**config.mk**
```make
export PLATFORM = sky130hd
export DESIGN_NAME = instruction_decode_pipelined_flat
export DESIGN_NICKNAME = d
export VERILOG_FILES = /design/src/rtl/instruction_decode_pipelined_if.sv /design/src/rtl/instruction_decode_pipelined.sv /design/src/flat_wrapper.sv
export SDC_FILE = /design/constraint.sdc
export NUM_CORES = 2
export LEC_CHECK = 0
export CAP_MARGIN = 10
export CORE_AREA = 10 10 477 479
export CTS_CLUSTER_DIAMETER = 50
export CTS_CLUSTER_SIZE = 28
export DETAILED_ROUTE_END_ITERATION = 7
export DIE_AREA = 0 0 487 489
export GPL_TIMING_DRIVEN = 0
export PLACE_DENSITY = 0.58
export SLEW_MARGIN = 30
export SYNTH_ARGS = -nofsm -noshare
export SYNTH_HDL_FRONTEND = slang
export SYNTH_SLANG_ARGS = --single-unit
```
**constraint.sdc**
```tcl
create_clock -name clk -period 10.1 [get_ports clk]
set_input_delay 3.03 -clock clk [delete_from_list [all_inputs] [get_ports clk]]
set_output_delay 3.03 -clock clk [all_outputs]
set_load 0.05 [all_outputs]
```
**src/rtl/instruction_decode_pipelined_if.sv**
```systemverilog
// Decode-stage bundle: fetch-side instruction/control handshake, writeback port,
// ID/EX outputs with execute-side handshake, and the debug register-file view.
interface instruction_decode_pipelined_if #(
  parameter int DATA_WIDTH = 32,
  parameter int NUM_REGS   = 32
);
  logic                                 in_valid;
  logic                                 in_ready;
  logic [25:0]                          instruction;
  logic                                 reg_dst;
  logic                                 alu_src;
  logic                                 reg_write;
  logic                                 mem_read;
  logic                                 mem_write;
  logic                                 zero_ext;
  logic                                 flush;
  logic                                 wb_enable;
  logic [4:0]                           wb_address;
  logic [DATA_WIDTH-1:0]                wb_data;
  logic                                 out_valid;
  logic                                 out_ready;
  logic [DATA_WIDTH-1:0]                alu_input0;
  logic [DATA_WIDTH-1:0]                alu_input1;
  logic [DATA_WIDTH-1:0]                memory_write_data;
  logic [DATA_WIDTH-1:0]                branch;
  logic [5:0]                           func;
  logic [4:0]                           write_register;
  logic                                 out_reg_write;
  logic                                 out_mem_read;
  logic                                 out_mem_write;
  logic                                 hazard_stall;
  logic [NUM_REGS-1:0][DATA_WIDTH-1:0]  io_registers;

  modport master (
    output in_valid, instruction, reg_dst, alu_src, reg_write, mem_read, mem_write,
           zero_ext, flush, wb_enable, wb_address, wb_data, out_ready,
    input  in_ready, out_valid, alu_input0, alu_input1, memory_write_data, branch, func,
           write_register, out_reg_write, out_mem_read, out_mem_write, hazard_stall,
           io_registers
  );

  modport slave (
    input  in_valid, instruction, reg_dst, alu_src, reg_write, mem_read, mem_write,
           zero_ext, flush, wb_enable, wb_address, wb_data, out_ready,
    output in_ready, out_valid, alu_input0, alu_input1, memory_write_data, branch, func,
           write_register, out_reg_write, out_mem_read, out_mem_write, hazard_stall,
           io_registers
  );
endinterface

```
**src/rtl/instruction_decode_pipelined.sv**
```systemverilog
// Decode stage: register file with optional write-through bypass, imm extension, load-use stall, ID/EX register.
// Latency 1 cycle; ID/EX holds stable and inReady drops on backpressure, load-use stall or flush.
module instruction_decode_pipelined #(
  parameter int DATA_WIDTH = 32,
  parameter int NUM_REGS   = 32,
  parameter int BYPASS     = 1,
  parameter int ZERO_REG   = 1
) (
  input logic                          clk,
  input logic                          rst_n,
  instruction_decode_pipelined_if.slave bus
);

  localparam int AW = (NUM_REGS > 1) ? $clog2(NUM_REGS) : 1;

  typedef logic [DATA_WIDTH-1:0]               word_t;
  typedef logic [NUM_REGS-1:0][DATA_WIDTH-1:0] regfile_t;

  regfile_t regs_q, regs_d;

  logic       out_valid_q, out_valid_d;
  word_t      alu_input0_q, alu_input0_d;
  word_t      alu_input1_q, alu_input1_d;
  word_t      mem_wdata_q, mem_wdata_d;
  word_t      branch_q, branch_d;
  logic [5:0] func_q, func_d;
  logic [4:0] write_register_q, write_register_d;
  logic       reg_write_q, reg_write_d;
  logic       mem_read_q, mem_read_d;
  logic       mem_write_q, mem_write_d;

  logic [AW-1:0] rs_idx, rt_idx, wb_idx, wr_idx;
  word_t         imm_ext, rs_val, rt_val;
  logic [4:0]    dest_reg;
  logic          hazard, accept, in_ready;

  // Register 0 is hard-wired when ZERO_REG is set, which also blocks bypass from a write to it.
  function automatic word_t read_port(input logic [AW-1:0] addr, input regfile_t arr,
                                      input logic we, input logic [AW-1:0] waddr,
                                      input word_t wdata);
    if (ZERO_REG != 0 && addr == '0) return '0;
    if (BYPASS != 0 && we && waddr == addr) return wdata;
    return arr[addr];
  endfunction

  assign rs_idx = bus.instruction[21 +: AW];
  assign rt_idx = bus.instruction[16 +: AW];
  assign wb_idx = bus.wb_address[AW-1:0];
  assign wr_idx = write_register_q[AW-1:0];

  assign imm_ext  = {{(DATA_WIDTH-16){bus.instruction[15] & ~bus.zero_ext}}, bus.instruction[15:0]};
  assign rs_val   = read_port(rs_idx, regs_q, bus.wb_enable, wb_idx, bus.wb_data);
  assign rt_val   = read_port(rt_idx, regs_q, bus.wb_enable, wb_idx, bus.wb_data);
  assign dest_reg = bus.reg_dst ? bus.instruction[15:11] : bus.instruction[20:16];

  // rt only matters as a source when it feeds the ALU or is the store data.
  assign hazard = bus.in_valid && out_valid_q && mem_read_q && reg_write_q && (wr_idx != '0) &&
                  ((wr_idx == rs_idx) ||
                   ((wr_idx == rt_idx) && (!bus.alu_src || bus.mem_write)));

  assign in_ready = !bus.flush && !hazard && (!out_valid_q || bus.out_ready);
  assign accept   = bus.in_valid && in_ready;

  always_comb begin
    out_valid_d      = out_valid_q;
    alu_input0_d     = alu_input0_q;
    alu_input1_d     = alu_input1_q;
    mem_wdata_d      = mem_wdata_q;
    branch_d         = branch_q;
    func_d           = func_q;
    write_register_d = write_register_q;
    reg_write_d      = reg_write_q;
    mem_read_d       = mem_read_q;
    mem_write_d      = mem_write_q;
    if (bus.flush) begin
      out_valid_d = 1'b0;
    end else if (accept) begin
      out_valid_d      = 1'b1;
      alu_input0_d     = rs_val;
      alu_input1_d     = bus.alu_src ? imm_ext : rt_val;
      mem_wdata_d      = rt_val;
      branch_d         = imm_ext;
      func_d           = bus.instruction[5:0];
      write_register_d = dest_reg;
      reg_write_d      = bus.reg_write;
      mem_read_d       = bus.mem_read;
      mem_write_d      = bus.mem_write;
    end else if (bus.out_ready) begin
      out_valid_d = 1'b0;
    end
  end

  always_comb begin
    regs_d = regs_q;
    if (bus.wb_enable && !(ZERO_REG != 0 && wb_idx == '0)) begin
      regs_d[wb_idx] = bus.wb_data;
    end
  end

  always_ff @(posedge clk or negedge rst_n) begin
    if (!rst_n) begin
      regs_q           <= '0;
      out_valid_q      <= 1'b0;
      alu_input0_q     <= '0;
      alu_input1_q     <= '0;
      mem_wdata_q      <= '0;
      branch_q         <= '0;
      func_q           <= '0;
      write_register_q <= '0;
      reg_write_q      <= 1'b0;
      mem_read_q       <= 1'b0;
      mem_write_q      <= 1'b0;
    end else begin
      regs_q           <= regs_d;
      out_valid_q      <= out_valid_d;
      alu_input0_q     <= alu_input0_d;
      alu_input1_q     <= alu_input1_d;
      mem_wdata_q      <= mem_wdata_d;
      branch_q         <= branch_d;
      func_q           <= func_d;
      write_register_q <= write_register_d;
      reg_write_q      <= reg_write_d;
      mem_read_q       <= mem_read_d;
      mem_write_q      <= mem_write_d;
    end
  end

  assign bus.in_ready          = in_ready;
  assign bus.hazard_stall      = hazard;
  assign bus.out_valid         = out_valid_q;
  assign bus.alu_input0        = alu_input0_q;
  assign bus.alu_input1        = alu_input1_q;
  assign bus.memory_write_data = mem_wdata_q;
  assign bus.branch            = branch_q;
  assign bus.func              = func_q;
  assign bus.write_register    = write_register_q;
  assign bus.out_reg_write     = reg_write_q;
  assign bus.out_mem_read      = mem_read_q;
  assign bus.out_mem_write     = mem_write_q;
  assign bus.io_registers      = regs_q;

endmodule

```
**src/flat_wrapper.sv**
```systemverilog
// flat-port wrapper written by rule: the top's interface ports become plain ports
module instruction_decode_pipelined_flat 
#(
  parameter int DATA_WIDTH = 32,
  parameter int NUM_REGS   = 32,
  parameter int BYPASS     = 1,
  parameter int ZERO_REG   = 1
)
  (clk, rst_n, bus_in_valid, bus_instruction, bus_reg_dst, bus_alu_src, bus_reg_write, bus_mem_read, bus_mem_write, bus_zero_ext, bus_flush, bus_wb_enable, bus_wb_address, bus_wb_data, bus_out_ready, bus_in_ready, bus_out_valid, bus_alu_input0, bus_alu_input1, bus_memory_write_data, bus_branch, bus_func, bus_write_register, bus_out_reg_write, bus_out_mem_read, bus_out_mem_write, bus_hazard_stall, bus_io_registers);
  instruction_decode_pipelined_if #(.DATA_WIDTH(DATA_WIDTH), .NUM_REGS(NUM_REGS)) bus_i ();
  input logic clk;
  input logic rst_n;
  input wire logic [$bits(bus_i.in_valid)-1:0] bus_in_valid;
  input wire logic [$bits(bus_i.instruction)-1:0] bus_instruction;
  input wire logic [$bits(bus_i.reg_dst)-1:0] bus_reg_dst;
  input wire logic [$bits(bus_i.alu_src)-1:0] bus_alu_src;
  input wire logic [$bits(bus_i.reg_write)-1:0] bus_reg_write;
  input wire logic [$bits(bus_i.mem_read)-1:0] bus_mem_read;
  input wire logic [$bits(bus_i.mem_write)-1:0] bus_mem_write;
  input wire logic [$bits(bus_i.zero_ext)-1:0] bus_zero_ext;
  input wire logic [$bits(bus_i.flush)-1:0] bus_flush;
  input wire logic [$bits(bus_i.wb_enable)-1:0] bus_wb_enable;
  input wire logic [$bits(bus_i.wb_address)-1:0] bus_wb_address;
  input wire logic [$bits(bus_i.wb_data)-1:0] bus_wb_data;
  input wire logic [$bits(bus_i.out_ready)-1:0] bus_out_ready;
  output wire logic [$bits(bus_i.in_ready)-1:0] bus_in_ready;
  output wire logic [$bits(bus_i.out_valid)-1:0] bus_out_valid;
  output wire logic [$bits(bus_i.alu_input0)-1:0] bus_alu_input0;
  output wire logic [$bits(bus_i.alu_input1)-1:0] bus_alu_input1;
  output wire logic [$bits(bus_i.memory_write_data)-1:0] bus_memory_write_data;
  output wire logic [$bits(bus_i.branch)-1:0] bus_branch;
  output wire logic [$bits(bus_i.func)-1:0] bus_func;
  output wire logic [$bits(bus_i.write_register)-1:0] bus_write_register;
  output wire logic [$bits(bus_i.out_reg_write)-1:0] bus_out_reg_write;
  output wire logic [$bits(bus_i.out_mem_read)-1:0] bus_out_mem_read;
  output wire logic [$bits(bus_i.out_mem_write)-1:0] bus_out_mem_write;
  output wire logic [$bits(bus_i.hazard_stall)-1:0] bus_hazard_stall;
  output wire logic [$bits(bus_i.io_registers)-1:0] bus_io_registers;
  assign bus_i.in_valid = bus_in_valid;
  assign bus_i.instruction = bus_instruction;
  assign bus_i.reg_dst = bus_reg_dst;
  assign bus_i.alu_src = bus_alu_src;
  assign bus_i.reg_write = bus_reg_write;
  assign bus_i.mem_read = bus_mem_read;
  assign bus_i.mem_write = bus_mem_write;
  assign bus_i.zero_ext = bus_zero_ext;
  assign bus_i.flush = bus_flush;
  assign bus_i.wb_enable = bus_wb_enable;
  assign bus_i.wb_address = bus_wb_address;
  assign bus_i.wb_data = bus_wb_data;
  assign bus_i.out_ready = bus_out_ready;
  assign bus_in_ready = bus_i.in_ready;
  assign bus_out_valid = bus_i.out_valid;
  assign bus_alu_input0 = bus_i.alu_input0;
  assign bus_alu_input1 = bus_i.alu_input1;
  assign bus_memory_write_data = bus_i.memory_write_data;
  assign bus_branch = bus_i.branch;
  assign bus_func = bus_i.func;
  assign bus_write_register = bus_i.write_register;
  assign bus_out_reg_write = bus_i.out_reg_write;
  assign bus_out_mem_read = bus_i.out_mem_read;
  assign bus_out_mem_write = bus_i.out_mem_write;
  assign bus_hazard_stall = bus_i.hazard_stall;
  assign bus_io_registers = bus_i.io_registers;
  instruction_decode_pipelined #(.DATA_WIDTH(DATA_WIDTH), .NUM_REGS(NUM_REGS), .BYPASS(BYPASS), .ZERO_REG(ZERO_REG)) u_core (.clk(clk), .rst_n(rst_n), .bus(bus_i));
endmodule
```
==> summary.md <==
| Metric | Value |
|---|---|
| Status | `finished, final reports clean` |
| Final hold vios | `0` |
| Drt drc | `0` |
| Syn_nets | `about 4100` |
| Slack of the worst reg-to-reg path | `approximately 6.6 ns` |
| Number of global-route vias before repair | `~50000` |
| Critical Path RT | `approximately 7 ns` |
| Initial core utilization | `0.2783` |
| CTS clk-pin slew, worst paths | `approximately 0.050 ns` |
| Async set-reset flop share out of synthesis | `1.000` |
| Sequential standard cell area | `~29000 sq um` |
| Post-DP Area | `78980 sq um` |
| Average wire per standard cell | `52.16 microns` |
| Clock buffer depth | `3` |
| CP Class | `in2out` |
| CP Capture Type | `output pin` |
| Largest area contributor in the netlist | `dfrtp_1` |
| Post-synthesis cell count | `4029` |
| Fin util | `0.3902` |
| Post-synthesis sequential area ratio | `0.4722` |
| Layout area overhead | `40.19%` |
| Port bufs | `1235` |
| Post-synth EDFFs | `0` |
| Global-route wire length before repair | `roughly 560000 microns` |
| Worst slew margin | `0.2278` |
| Vias/cell | `5.996` |
| Fin crit period | `approximately 9.6 ns` |
| Top cell type's share of synthesized area | `0.4722` |
| Reg2Reg Depth | `9` |
| Area occupied by multi-input gates | `approximately 30000 sq um` |
| Fill count | `a little over 20000` |
| Initial drt markers | `a little under 7000` |
| CP Max Fanout | `10` |
| Gp weighted congestion | `0.9576` |
| # setup viols final | `0` |
| Detail Placement HPWL | `350000 microns` |
| Slowest-stage cell, CP | `clkdlybuf4s50_1` |
| Leakage power | `35.27 nW` |
| Die ar. | `around 240000 sq um` |
| Initial DRT Pass Iterations | `8` |
| Worst path top cell family by delay | `buffers and inverters` |
| Most frequent cells in the layout | `1220 x clkdlybuf4s50_1, 1146 x dfrtp_1, 1023 x mux2_2` |
| Die Width | `487 microns` |
| H-tree levels | `4` |
| Hold worst-path end | `u_core.bus.branch[11]` |
| Pwr dens | `~260 nW/um^2` |
| Peak VDD IR | `179.6 uV` |
| Mapped Avg Cell Area | `15.07 sq um` |
| Cells on Worst Hold Path | `1` |
| Clock Sinks | `approximately 1100` |
| Worst-margin pin slew | `approximately 1.2 ns` |
| CTS Root Cell | `clkbuf_16` |
| Worst setup SP type | `primary input` |
| Clock Skews | `about 0.06 ns` |
| Design area | `approximately 85000 sq um` |
| Cell variety after synth | `62` |
| Critical path arrival | `between 6 and 7 ns` |
| Num CTS Buffers | `around 170` |
| Post-route ant nets | `0` |
| Hold Buf Count CTS | `0` |
| # IOs | `roughly 1200` |
| Total GRT Usage | `0.3629` |
| Layout cell share with drive strength beyond 1 | `0.4082` |
| Hold WC Path Type | `reg2reg` |
| Nets | `roughly 5600` |
| Tcrit/Tclk final | `0.9508` |
| CTS tree | `built` |
| Die H | `approximately 490 microns` |
| Commonest non-fill, non-tap cell in the layout | `clkdlybuf4s50_1` |
| Initial antenna violation count | `52` |
| FF-to-FF End | `u_core.bus.alu_input0[22]` |
| Gr ovfl total | `0` |
| Primary FF master, synth | `dfrtp_1` |
| FF+latch count, synth | `~1100` |
| Fmax | `between 100 and 150 MHz` |
| Largest cells by area after synthesis | `dfrtp_1 47%, mux4_2 20%, mux2_2 19%` |
| Most used cell, CP | `clkdlybuf4s50_1` |
| Clock latency on the worst-skew pair | `between 0.8 and 0.9 ns` |
| Design Power | `between 20 and 25 mW` |
| Final wirelength | `446500 microns` |
| CP peak stage delay | `0.91 ns` |
| Max Cap Viol | `0` |
| Setup TNS | `0 ns` |
| Post-CTS Setup Bufs | `0` |
| Hold Startpoint | `u_core.bus.branch[11]` |
| Rows | `approximately 170` |
| Critical path buffers and inverters | `4` |
| R2R Path Start | `u_core.bus.write_register[1]` |
| Unrepaired setup endpoints after global routing | `no` |
| Hold slack final | `just over 0.5 ns` |
| Yosys warns | `0` |
| Mapped Area | `slightly above 60000 sq um` |
| Post-CTS Resized | `0` |
| Slew Limit Fails | `0` |
| Critical-path cell list | `clkdlybuf4s50_1 -> xor2_1 -> a221oi_1 -> nand4_1 -> a221o_1 -> inv_2 -> clkbuf_1 -> clkdlybuf4s50_1` |
| Core area | `about 220000 sq um` |
| Via count | `between 50000 and 60000` |
| Pin count of the biggest net entering global routing | `124` |
[state kept, by name (all words and copies together) (netlist names), 5 cells and up]
| register | count |
|---|---|
| u_core.bus.alu_input1 | 32 |
| u_core.bus.branch | 12 |
| u_core.bus.func | 5 |
| u_core.bus.io_registers | 1024 |
| u_core.bus.write_register | 5 |
| u_core.bus.memory_write_data | 32 |
| u_core.bus.alu_input0 | 32 |
[metrics by stage]
| stage | setup WS [ns] | std cells |
|---|---|---|
| 5_1_grt | 0.3801 | 8545 |
| 2_1_floorplan | 1.881 | 4029 |
| 4_1_cts | 0.5175 | 8540 |
| 3_5_place_dp | 0.5327 | 8224 |
| 6_report | 0.4970 | 8561 |
| 3_3_place_gp | -49.83 | 8135 |
[cells in the mapped netlist (6+ instances only)]
library cell / number
dfrtp_1: 1146
mux2_2: 1023
mux4_2: 552
clkbuf_1: 267
nand2_1: 159
mux2i_1: 83
mux2_1: 82
nand2b_1: 65
buf_2: 64
buf_1: 62
o31ai_1: 54
buf_4: 47
nand3_1: 40
a22oi_1: 30
o21ai_0: 27
a31oi_1: 26
buf_6: 26
nor2_1: 23
a21oi_1: 22
a221oi_1: 20
nand4_1: 16
inv_1: 15
o211ai_1: 14
o221ai_1: 14
xnor2_1: 14
and2_1: 13
o21a_1: 12
nor3_1: 10
o22ai_1: 10
a32oi_1: 9
a211oi_1: 7
nor2b_1: 7
a2bb2oi_1: 6
o21ai_1: 6
[power by group]
part,internal [mW],switching (mW),total [mW]
Combinational,3.15,6.05,9.20
Sequential,5.48,1.10,6.58
Clock,3.86,2.66,6.51
[how the worst max path moves through the flow]
stage / depth (start not counted) / startpoint / endpoint
after floorplan: 8 / bus_instruction[22] / bus_in_ready
after global placement: 1 / rst_n / u_core.bus.io_registers[10]
after detailed placement: 8 / bus_instruction[17] / bus_hazard_stall
after CTS: 8 / bus_instruction[17] / bus_hazard_stall
after global routing: 8 / bus_instruction[19] / bus_hazard_stall
final: 8 / bus_instruction[17] / bus_hazard_stall
[worst register-to-register path, delay by kind of cell (launching register included)]
| kind | cells | cell delay, ns |
|---|---|---|
| AO/OA/AOI/OAI | 1 | 0.43 |
| flip-flops | 1 | 0.64 |
| buffers and inverters | 3 | 0.92 |
| XOR/XNOR | 1 | 0.47 |
| AND/OR/NAND/NOR | 3 | 0.52 |
| multiplexers | 1 | 0.40 |
[metal layers]
| layer | GRT usage | vias up | share of wire |
|---|---|---|---|
| met3 | 0.1756 | 857 | 0.14 |
| met4 | 0.1775 | 12 | 0.058 |
| met5 | 0.006550 | - | 0.00048 |
| met2 | 0.5415 | 4062 | 0.43 |
| met1 | 0.4367 | 27760 | 0.37 |
| li1 | - | 18650 | - |
[final cells by class]
| type | instances | area share |
|---|---|---|
| Buffer | 472 | 0.02924 |
| Clock inverter | 116 | 0.01753 |
| Clock buffer | 200 | 0.05445 |
| Multi-Input combinational cell | 2393 | 0.3504 |
| Antenna cell | 19 | 0.0005584 |
| Timing Repair Buffer | 1326 | 0.1680 |
| Sequential cell | 1146 | 0.3368 |
| Tap cell | 2871 | 0.04219 |
| Inverter | 18 | 0.0007936 |
[logic make-up after synthesis]
logic type / synth area share
XOR/XNOR: 0.002596
multiplexers: 0.4246
buffers and inverters: 0.03879
AND/OR/NAND/NOR: 0.02878
AO/OA/AOI/OAI: 0.03307
flip-flops: 0.4722
No activity file was read; power rests on OpenSTA's default activity.
